### src/rtl/cp0_pkg.sv
// ---------------------------------------------------------------------------
// cp0_pkg -- shared CP0 constants and register layouts.
//   Register numbers for mtc0/mfc0, ExcCode values, the exception handler
//   address, and packed views of the SR and Cause registers with helpers
//   that expand them to their architectural 32-bit read format.
// ---------------------------------------------------------------------------
package cp0_pkg;

  // CP0 register numbers
  localparam logic [4:0] REG_SR    = 5'd12;
  localparam logic [4:0] REG_CAUSE = 5'd13;
  localparam logic [4:0] REG_EPC   = 5'd14;
  localparam logic [4:0] REG_PRID  = 5'd15;

  // ExcCode values
  localparam logic [4:0] EXC_INT  = 5'd0;
  localparam logic [4:0] EXC_ADEL = 5'd4;
  localparam logic [4:0] EXC_ADES = 5'd5;
  localparam logic [4:0] EXC_RI   = 5'd10;
  localparam logic [4:0] EXC_OV   = 5'd12;

  // Where the next-PC unit redirects to when req is raised
  localparam logic [31:0] HANDLER_ADDR = 32'h0000_4180;

  // Only the implemented SR fields are stored
  typedef struct packed {
    logic [5:0] im;
    logic       exl;
    logic       ie;
  } sr_t;

  // Only the implemented Cause fields are stored
  typedef struct packed {
    logic       bd;
    logic [5:0] ip;
    logic [4:0] exc_code;
  } cause_t;

  // SR read format: IM=[15:10], EXL=[1], IE=[0], everything else zero
  function automatic logic [31:0] pack_sr(input sr_t s);
    return {16'b0, s.im, 8'b0, s.exl, s.ie};
  endfunction

  // Cause read format: BD=[31], IP=[15:10], ExcCode=[6:2], everything else zero
  function automatic logic [31:0] pack_cause(input cause_t c);
    return {c.bd, 15'b0, c.ip, 3'b0, c.exc_code, 2'b0};
  endfunction

endpackage

### src/rtl/cp0_int_sync.sv
// ---------------------------------------------------------------------------
// int_sync -- two-stage synchronizer for the external interrupt lines.
//   clk   : destination clock, rising edge
//   reset : asynchronous active-low reset, clears both stages
//   d     : asynchronous input lines
//   q     : synchronized lines, two clocks of latency
// ---------------------------------------------------------------------------
module int_sync #(
  parameter int W = 6
) (
  input  logic         clk,
  input  logic         reset,
  input  logic [W-1:0] d,
  output logic [W-1:0] q
);

  logic [W-1:0] meta;

  // NOTE: sequential state uses non-blocking assignments so every flop
  // samples the pre-edge value; blocking here would collapse the two stages.
  always_ff @(posedge clk or negedge reset) begin
    if (!reset) begin
      meta <= '0;
      q    <= '0;
    end else begin
      meta <= d;
      q    <= meta;
    end
  end

endmodule

### src/rtl/cp0.sv
// ---------------------------------------------------------------------------
// cp0 -- minimal MIPS-style coprocessor 0: SR, Cause, EPC, PRId, interrupt
// and exception entry, eret.
//   clk      : clock, rising edge
//   reset    : asynchronous active-low reset
//   we       : mtc0 write strobe
//   addr     : CP0 register number for mtc0/mfc0
//   wdata    : mtc0 data
//   rdata    : mfc0 data (combinational)
//   pc_in    : PC of the committing instruction
//   pc_valid : pc_in is a real instruction, not a bubble
//   bd_in    : committing instruction sits in a delay slot
//   exc_in   : ExcCode of a synchronous exception, 0 = none
//   hw_int   : asynchronous external interrupt lines
//   eret     : eret commits this cycle
//   req      : redirect to HANDLER_ADDR (combinational)
//   epc_out  : current EPC, used by the next-PC unit on eret
// ---------------------------------------------------------------------------
module cp0
  import cp0_pkg::*;
#(
  parameter logic [31:0] PRID = 32'h0000_3000
) (
  input  logic        clk,
  input  logic        reset,
  input  logic        we,
  input  logic [4:0]  addr,
  input  logic [31:0] wdata,
  output logic [31:0] rdata,
  input  logic [31:0] pc_in,
  input  logic        pc_valid,
  input  logic        bd_in,
  input  logic [4:0]  exc_in,
  input  logic [5:0]  hw_int,
  input  logic        eret,
  output logic        req,
  output logic [31:0] epc_out
);

  sr_t         sr;
  cause_t      cause;
  logic [31:0] epc;
  logic [5:0]  hw_sync;
  logic        int_req;
  logic        exc_req;

  int_sync #(.W(6)) u_int_sync (
    .clk   (clk),
    .reset (reset),
    .d     (hw_int),
    .q     (hw_sync)
  );

  // EXL masks both sources, so a handler can never be re-entered.
  assign int_req = (|(cause.ip & sr.im)) & sr.ie & ~sr.exl & pc_valid;
  assign exc_req = (exc_in != EXC_INT) & ~sr.exl;
  // A pending exc_in must not leak out while the block is held in reset.
  assign req     = (int_req | exc_req) & reset;

  assign epc_out = epc;

  always_ff @(posedge clk or negedge reset) begin
    if (!reset) begin
      sr    <= '0;
      cause <= '0;
      epc   <= '0;
    end else begin
      cause.ip <= hw_sync;
      if (req) begin
        // Exception entry wins over any mtc0 or eret in the same cycle.
        sr.exl         <= 1'b1;
        cause.bd       <= bd_in;
        cause.exc_code <= int_req ? EXC_INT : exc_in;
        epc            <= bd_in ? pc_in - 32'd4 : pc_in;
      end else begin
        if (we && addr == REG_SR) begin
          sr.im  <= wdata[15:10];
          sr.exl <= wdata[1];
          sr.ie  <= wdata[0];
        end
        if (we && addr == REG_EPC) begin
          epc <= wdata;
        end
        // Placed after the SR write: the last non-blocking assignment wins,
        // so eret clears EXL even when the same cycle writes SR.
        if (eret) begin
          sr.exl <= 1'b0;
        end
      end
    end
  end

  // NOTE: every path assigns rdata after the default, so no latch is inferred.
  always_comb begin
    rdata = '0;
    case (addr)
      REG_SR:    rdata = pack_sr(sr);
      REG_CAUSE: rdata = pack_cause(cause);
      REG_EPC:   rdata = epc;
      REG_PRID:  rdata = PRID;
      default:   rdata = '0;
    endcase
  end

endmodule

### config.mk
export PLATFORM = sky130hd
export DESIGN_NAME = cp0
export DESIGN_NICKNAME = d
export VERILOG_FILES = /design/src/rtl/cp0_pkg.sv /design/src/rtl/cp0_int_sync.sv /design/src/rtl/cp0.sv
export SDC_FILE = /design/constraint.sdc
export NUM_CORES = 1
export LEC_CHECK = 0
export CAP_MARGIN = 25
export CORE_AREA = 2 2 91 93
export CTS_BUF_LIST = sky130_fd_sc_hd__clkbuf_16
export CTS_CLUSTER_DIAMETER = 40
export CTS_CLUSTER_SIZE = 30
export DETAILED_ROUTE_END_ITERATION = 6
export DIE_AREA = 0 0 93 95
export PLACE_DENSITY_LB_ADDON = 0.15
export SYNTH_ARGS = -nofsm -noshare
export SYNTH_HDL_FRONTEND = slang
export SYNTH_SLANG_ARGS = --single-unit
### constraint.sdc
create_clock -name clk -period 4.21 [get_ports clk]
set_input_delay 0.421 -clock clk [delete_from_list [all_inputs] [get_ports clk]]
set_output_delay 0.421 -clock clk [all_outputs]
set_load 0.05 [all_outputs]
# After elaboration in Yosys (flattened, before gate mapping)
# Cells that the tools add are included.
# word_totals
register_bits,64
output_inout_bits,65
# classes
eq_ne,4
add_sub_neg,1
reduce_logical,7
n_mux,8
n_bitwise,9
# ops
cell,count
32-bit one-hot mux with 4 select lines,1
32-bit two-way mux,3
32-bit by 3-bit subtractor with 32-bit output (second input constant),1
5-bit by 4-bit equality test with 1-bit output (second input constant),4
6-bit bitwise AND,1
6-bit OR reduction,1
1-bit bitwise AND,5
5-bit two-way mux,1
5-bit nonzero test,1
3-bit nonzero test,1
1-bit logical AND,2
1-bit two-way mux,2
2-bit two-way mux,1
1-bit inverter,2
2-bit AND reduction,1
2-bit nonzero test,1
1-bit bitwise OR,1

# Longest topological paths before layout
# Gate-level depths: netlist (run 1).
# depth
word_depth,9
depth_mapped,7
ltp_nobuf,7

# By module
# From an unflattened synthesis (run 1), not the netlist that was laid out.
# unflattened
hier_cells,352
area_unflattened_um2,3624.7
# by_module_without_submodules
mod,instances,cells_per_inst,seq_area_each_um2,area_per_inst_um2
cp0,1,340,1301.2,3324.4
int_sync,1,12,300.3,300.3

# Worst setup path after synthesis (run 1)
# No wires, ideal clock.
# synth_timing
path_type,input to output
startpoint,input addr[3]
endpoint,output rdata[10]
slack_ns,1.525
arrival_time_ns,2.264
cell_stages,5
path_cell_list,nand2_1 nor3_1 clkbuf_1 a22oi_1 o21ai_0
# synth_via
elab_chain_cells,2
elab_cells_between_ends,5
cone_classes,eq/ne (4); mux (1)
# synth_lines
element,line,text
start: declaration,cp0.sv:27,"input logic [4:0] addr,"
5-bit by 4-bit equality test with 1-bit output,cp0.sv:96,case (addr)
32-bit one-hot mux with 4 select lines (*),cp0.sv:96,
end: declaration,cp0.sv:29,"output logic [31:0] rdata,"
# Every way passes the cells marked *; elsewhere a longest branch is shown, timed or not.

# Worst setup path in the final report (run 1)
# layout_timing
startpoint,input addr[3]
endpoint,output rdata[31]
# The elaborated chain is that of the path after synthesis.

==> results.md, run 1 <==
- Status: completed
- Multi-input gate area: 1860 um^2
- Clock Path Buffers: 2
- Worst Skew: 0.00752 ns
- Sw Pwr: around 840 uW
- ANT cells: 0
- Synth area leader: dfrtp_1
- Number of synthesized flops with an enable pin: 0
- Largest net degree at the start of global routing: 65
- Htree depth: 3
- Avg WL per Cell: approximately 18 um
- Logic pwr share: between 30% and 40%
- Synth Area in Compound Gates: approximately 8.3%
- Commonest non-fill, non-tap cell in the layout: clkdlybuf4s50_1
- Gpl congestion: 0.805
- ANT nets after route: 0
- Synth Area in Simple Gates: a little under a fifth
- Critical Path RT: ~3.8 ns
- Antenna violations before repair: 0
- Worst setup SP type: primary input
- Final wirelength: between 10000 and 15000 um
- Mux cell area share after synthesis: 18.4%
- Final Power: approximately 2.3 mW
- # IOs: roughly 150
- Seq/Total Area, Yosys: a little under half
- Setup_tns: 0 ns
- Worst-Skew Late Latency: between 0.3 and 0.4 ns
- Post-Synth Adder-Cell Area: 0.353%
- PD cells: around 430 nW/um^2
- Post-cts resize count: 0
- Core Area: around 8000 um^2
- GRT overflow: 0
- CTS sink count: 64
- Yosys cell types: 40
- CP Data Arrival Time: 2.96 ns
- Syn Area/Cell: around 11 um^2
- Final min period: between 3 and 4 ns
- Met1 capacity usage during global routing: just under 30%
- Final Cycle Share: ~80%
- DRC Markers: 0
- CTS tree: done
- Number of fillers in the final layout: between 600 and 700
- Crit-path max FO: 7
- Ys async rst share: 100%
- I/O Buffers: 150
- Hpwl dp: around 7400 um
- GR met3 Demand/Resource: around 6.5%
- DP Worst Slack: 0.817 ns
- Area grow syn2layout: 52.8%
- Sw frac: 35.8%
- Internal: 1.50 mW
- Ys flop type: dfrtp_1
- Initial Utilization: approximately 45%
- Post-Syn Instances: ~330
- Die X: between 90 and 100 um
- Post-Syn Nets: 414
- Die Area: 8840 um^2
- Synth top area share: roughly 45%
- Flop pwr share: between 30% and 40%
- Final worst slack: 0.829 ns
- Drt pass-1 iters: 4
- Share of cells above drive strength 1: 7.97%
- Wire length of the first global-routing pass: between 15000 and 20000 um
- Met2 GRT Util: 41.2%
- GR Util All Layers: a little under a quarter
- Synth top area cells: dfrtp_1 45%, mux2i_1 16%, xnor2_1 5.9%
- Reg area: about 1600 um^2
- Endpoints failing setup: 0
- Post-CTS setup buffer count: 0
- Max_cap viols: 0
- Largest family of logic cells by synthesized area: multiplexers
- Synth Register Bits: 64
- RSZ-0062 raised after global routing: no
- CTS Root Cell: clkbuf_16
- Critical path class: primary input to output port
- CP endpoint kind: output port
- Worst Tran Pin Value: around 1.0 ns
- Fmax: slightly below 300 MHz
- Xor and xnor area share after synthesis: 6.67%
- Leak: ~2.2 nW
- Hold WC Path Type: flop to flop
- Hold Fails Final Rpt: 0
- Clock share of power: 30.6%
- Slew HR: 30.9%
- Via density: 5.44
- Hold Buf Count CTS: 0
- Die Height: roughly 95 um
- FP Rows: 33
- Mapped cell area: around 3500 um^2
- Vias in the first global route: 3279
- Reg clk slew, reported paths: about 0.050 ns
- Yosys warns: 0
- TritonCTS buffer count: 9
- Slew Viols, Final: 0
- Vias post-DR: 3164
- Layout net count: 560
- Grt peak-use layer: met2
- Worst vdd ir: around 0.26 mV
- Most frequent cells in the layout: 149 x clkdlybuf4s50_1, 64 x dfrtp_1, 56 x mux2i_1
- Starting DRT DRC Count: approximately 120
==> cell families after synthesis <==
kind of cell               count (synthesis)
AOI/OAI and AO/OA                         44
xor gates and xnor gates                  27
adders and majority gates                  1
buffers and inverters                     22
DFF                                       64
muxes                                     64
and+or+nand+nor                          105
==> layout make-up <==
cell class                 count  area share, %
sequential                    64           29.6
tap                          105           2.43
timing repair buffer         154           28.2
inverter                       3          0.208
multi-input combinational    241           34.3
clock buffer                   9           4.16
clock inverter                 6           1.11
==> per-layer routing <==
metal / up-vias / part of all wire (%)
met2: 116 / 50
met4: 0 / 1.7
met3: 14 / 6.6
met1: 1535 / 42
li1: 1499 / -
met5: - / 0
==> cell usage after synthesis, drive strengths merged (2+ instances only) <==
cell type  number
or3             4
a22o           11
inv             3
and3           20
nor2           18
clkbuf         14
or2             3
nand3           2
buf             5
dfrtp          64
xor2            3
or4             4
and2            2
mux2i          56
nor4           16
a22oi           9
nor3           15
nand2          12
o211ai          2
a21oi          14
mux2            8
nor2b           2
xnor2          24
o21ai           5
==> power by group through the flow <==
stage               sequential (mW)  clock (mW)  combinational, mW
floorplan                      1.08           0              0.210
global placement              0.822           0              0.793
detailed placement            0.826           0              0.804
CTS                           0.818       0.725              0.810
global route                  0.831       0.753              0.848
finish                        0.818       0.714              0.804
==> worst max-delay path, stage by stage <==
cell             delay, ns
clkdlybuf4s50_1       0.49
nand2_1               0.09
nor2_1                0.17
and2_1                0.33
nor2b_1               0.45
a22o_1                0.20
clkdlybuf4s50_1       0.80
==> sequential cells by signal (all words and copies together) (netlist names) <==
signal           flops
u_int_sync.q         6
epc_out             32
u_int_sync.meta      6
sr                   8
cause               12
==> metrics by stage <==
step | std cells | hold slack, ns | instance area [um^2] | utilization, %
floorplan | 327 | 0.125 | 3540 | -
global placement | 567 | 0.332 | 5130 | 64.7
detailed placement | 567 | 0.336 | 5130 | 64.7
CTS | 582 | 0.348 | 5420 | 68.3
global route | 582 | 0.356 | 5420 | 68.3
finish | 582 | 0.346 | 5420 | 68.3
==> final timing paths <==
path                                  from     endpoint  slack [ns]  cells past startpoint
setup / recovery                   addr[3]    rdata[31]        0.83                      7
hold / removal             u_int_sync.q[2]     cause[7]        0.35                      0
setup reg to reg                     sr[6]        sr[6]        1.63                      6
hold reg to reg            u_int_sync.q[2]     cause[7]        0.35                      0
max in group asynchronous            reset  epc_out[17]        3.32                      2
min in group asynchronous            reset   epc_out[7]        0.36                      2
(Power assumes the default switching activity.)
==> inputs of run 2 (changes only) <==
--- a/config.mk
+++ b/config.mk
@@ -6,12 +6,12 @@
 export NUM_CORES = 1
 export LEC_CHECK = 0
 export CAP_MARGIN = 25
-export CORE_AREA = 2 2 91 93
+export CORE_AREA = 2 2 99 101
 export CTS_BUF_LIST = sky130_fd_sc_hd__clkbuf_16
 export CTS_CLUSTER_DIAMETER = 40
 export CTS_CLUSTER_SIZE = 30
 export DETAILED_ROUTE_END_ITERATION = 6
-export DIE_AREA = 0 0 93 95
+export DIE_AREA = 0 0 101 103
 export PLACE_DENSITY_LB_ADDON = 0.15
 export SYNTH_ARGS = -nofsm -noshare
 export SYNTH_HDL_FRONTEND = slang
==> constraint.sdc (replaced) <==
create_clock -name clk -period 3 [get_ports clk]
set_input_delay 0.3 -clock clk [delete_from_list [all_inputs] [get_ports clk]]
set_output_delay 0.3 -clock clk [all_outputs]
set_load 0.05 [all_outputs]
==> run 2 against run 1 <==
- sequential power is 41% higher
- final cell count is 2.9% higher
- final area is 4.7% higher
- via count is 0.22% lower
- routed wire length is 2.1% higher
- global-route usage is 3.2 points lower
- sequential cell count stayed put
- setup slack worse by 0.40 ns
- clock power is 32% higher
- first-iteration DRC count is 25% lower
- total power is 39% higher
- register-to-register slack worse by 0.73 ns
==> results.md, run 2 (synthesized netlist as in run 1, its figures left out) <==
- Status: completed
- Max_cap viols: 0 (unchanged)
- Slew HR: 65.9% (+35 points)
- GRT overflow: 0 (unchanged)
- Gpl congestion: 0.827 (+2.7%)
- Core Area: 9460 um^2 (+19%)
- CTS Root Cell: clkbuf_16
- ANT nets after route: 0 (unchanged)
- Avg WL per Cell: 17.6 um (-0.75%)
- Hold Buf Count CTS: 0 (unchanged)
- Layout net count: 567 (+1.3%)
- Commonest non-fill, non-tap cell in the layout: clkdlybuf4s50_1
- Hold WC Path Type: primary input to async pin
- Fmax: approximately 390 MHz
- GR met3 Demand/Resource: 5.83% (-0.71 points)
- Area grow syn2layout: 60.0%
- TritonCTS buffer count: 9 (unchanged)
- CP Data Arrival Time: 2.27 ns (-0.69 ns)
- Die Area: 10400 um^2 (+18%)
- Hold_ws: 0.0769 ns (-0.269 ns)
- Endpoints failing setup: 0 (unchanged)
- End of the worst register-to-register path: sr[6]
- Met2 GRT Util: 34.9% (-6.3 points)
- Vias in the first global route: 3253 (-0.79%)
- Number of fillers in the final layout: 829 (+27%)
- GR Util All Layers: 20.8% (-3.2 points)
- Worst Tran Pin Value: 0.510 ns (-0.526 ns)
- Worst reg2reg setup slack: 0.90 ns (-0.73 ns)
- Starting DRT DRC Count: 91 (-25%)
- Initial Utilization: 37.5% (-7.2 points)
- CP endpoint kind: output port
- Share of cells above drive strength 1: 16.3% (+8.3 points)
- Final min period: between 2 and 3 ns
- Max reg flops: 32 (unchanged)
- Antenna violations before repair: 0 (unchanged)
- PD cells: 571 nW/um^2 (+32%)
- Worst-Skew Late Latency: 0.33 ns (about the same)
- Critical Path Max Stage Delay: 0.49 ns (-0.31 ns)
- CTS tree: done
- Drt pass-1 iters: 4 (unchanged)
- RR Startpoint: sr[6]
- RSZ-0062 raised after global routing: no
- Grt peak-use layer: met2
- Reg clk slew, reported paths: 0.06 ns (about the same)
- Final wirelength: 10500 um (+2.1%)
- R2r worst-path depth: 5 (-1)
- Post-CTS setup buffer count: 0 (unchanged)
- # IOs: 151 (unchanged)
- Critical Path RT: 2.70 ns (-1.09 ns)
- Slowest CP cell: clkdlybuf4s50_1
- Most frequent cells in the layout: 116 x clkdlybuf4s50_1, 64 x dfrtp_1, 56 x mux2i_1
- Slew Viols, Final: 0 (unchanged)
- Post-cts resize count: 0 (unchanged)
- Largest net degree at the start of global routing: 37 (-43%)
- Final Power: 3.24 mW (+39%)
- Worst path cell trace: clkdlybuf4s50_1, nor3_2, buf_4, and2_1, nand2_1, o21ai_0, buf_12
- Critical path class: primary input to output port
- Final Core Density: 59.9% (-8.4 points)
- Worst Skew: 0.00606 ns (-0.00146 ns)
- Wire length of the first global-routing pass: 16600 um (+3.2%)
- ANT cells: 0 (unchanged)
- FP Rows: 36 (+9.1%)
- Htree depth: 3 (unchanged)
- Leak: 2.31 nW (+7.2%)
- Setup_tns: 0 ns (unchanged)
- Met1 capacity usage during global routing: 26.2% (-2.8 points)
- I/O Buffers: 150 (unchanged)
- Worst vdd ir: 0.270 mV (+2.1%)
- Worst setup SP type: primary input
- Die X: 101 um (+8.6%)
- Hpwl dp: 8100 um (+9.3%)
- CTS sink count: 64 (unchanged)
- Final Cycle Share: between 80% and 90%
- Via density: 5.27 (-3.1%)
- Clock Path Buffers: 2 (unchanged)
- DRC Markers: 0 (unchanged)
- Die Height: 103 um (+8.4%)
- Hold Fails Final Rpt: 0 (unchanged)
- Crit-path max FO: 10 (+3)
- Vias post-DR: 3157 (-0.22%)
[run 2: worst max-delay path: cells and delay by family]
| family | cells | cell delay [ns] |
|---|---|---|
| and+or+nand+nor | 3 | 0.88 |
| buffers and inverters | 3 | 0.89 |
| AOI/OAI and AO/OA | 1 | 0.19 |
[run 2: worst max path at each step]
stage | start | endpoint | slack (ns) | cells past startpoint
2_1_floorplan | addr[3] | rdata[10] | 0.56 | 5
3_3_place_gp | bd_in | epc_out[27] | 0.32 | 6
4_1_cts | addr[0] | rdata[10] | 0.41 | 7
6_report | addr[0] | rdata[10] | 0.43 | 7
3_5_place_dp | bd_in | epc_out[27] | 0.27 | 6
5_1_grt | addr[3] | rdata[10] | 0.30 | 8
[run 2: power by group]
group,internal (mW),switching (mW)
sequential,1.02,0.124
combinational,0.465,0.686
clock,0.556,0.384
[run 2: area by class of cell]
class / count / area [um^2] / share of cell area, %
clock buffer: 9 / 225 / 3.97
clock inverter: 7 / 46.3 / 0.816
inverter: 3 / 11.3 / 0.199
multi-input combinational: 241 / 1860 / 32.8
sequential: 64 / 1600 / 28.2
tap: 114 / 143 / 2.52
timing repair buffer: 161 / 1780 / 31.5
[run 2: per-layer routing]
metal / routed length (um) / part of all wire [%] / vias up
met5: 0 / 0 / -
met4: 170 / 1.6 / 0
met3: 704 / 6.7 / 17
met2: 5060 / 48 / 117
met1: 4580 / 44 / 1514
li1: - / - / 1509
[run 2: stage by stage]
stage / cell area, um^2 / instances / setup slack [ns]
2_1_floorplan: 3540 / 327 / 0.557
3_3_place_gp: 5400 / 583 / 0.320
3_5_place_dp: 5400 / 583 / 0.270
4_1_cts: 5670 / 599 / 0.408
5_1_grt: 5670 / 599 / 0.302
6_report: 5670 / 599 / 0.429
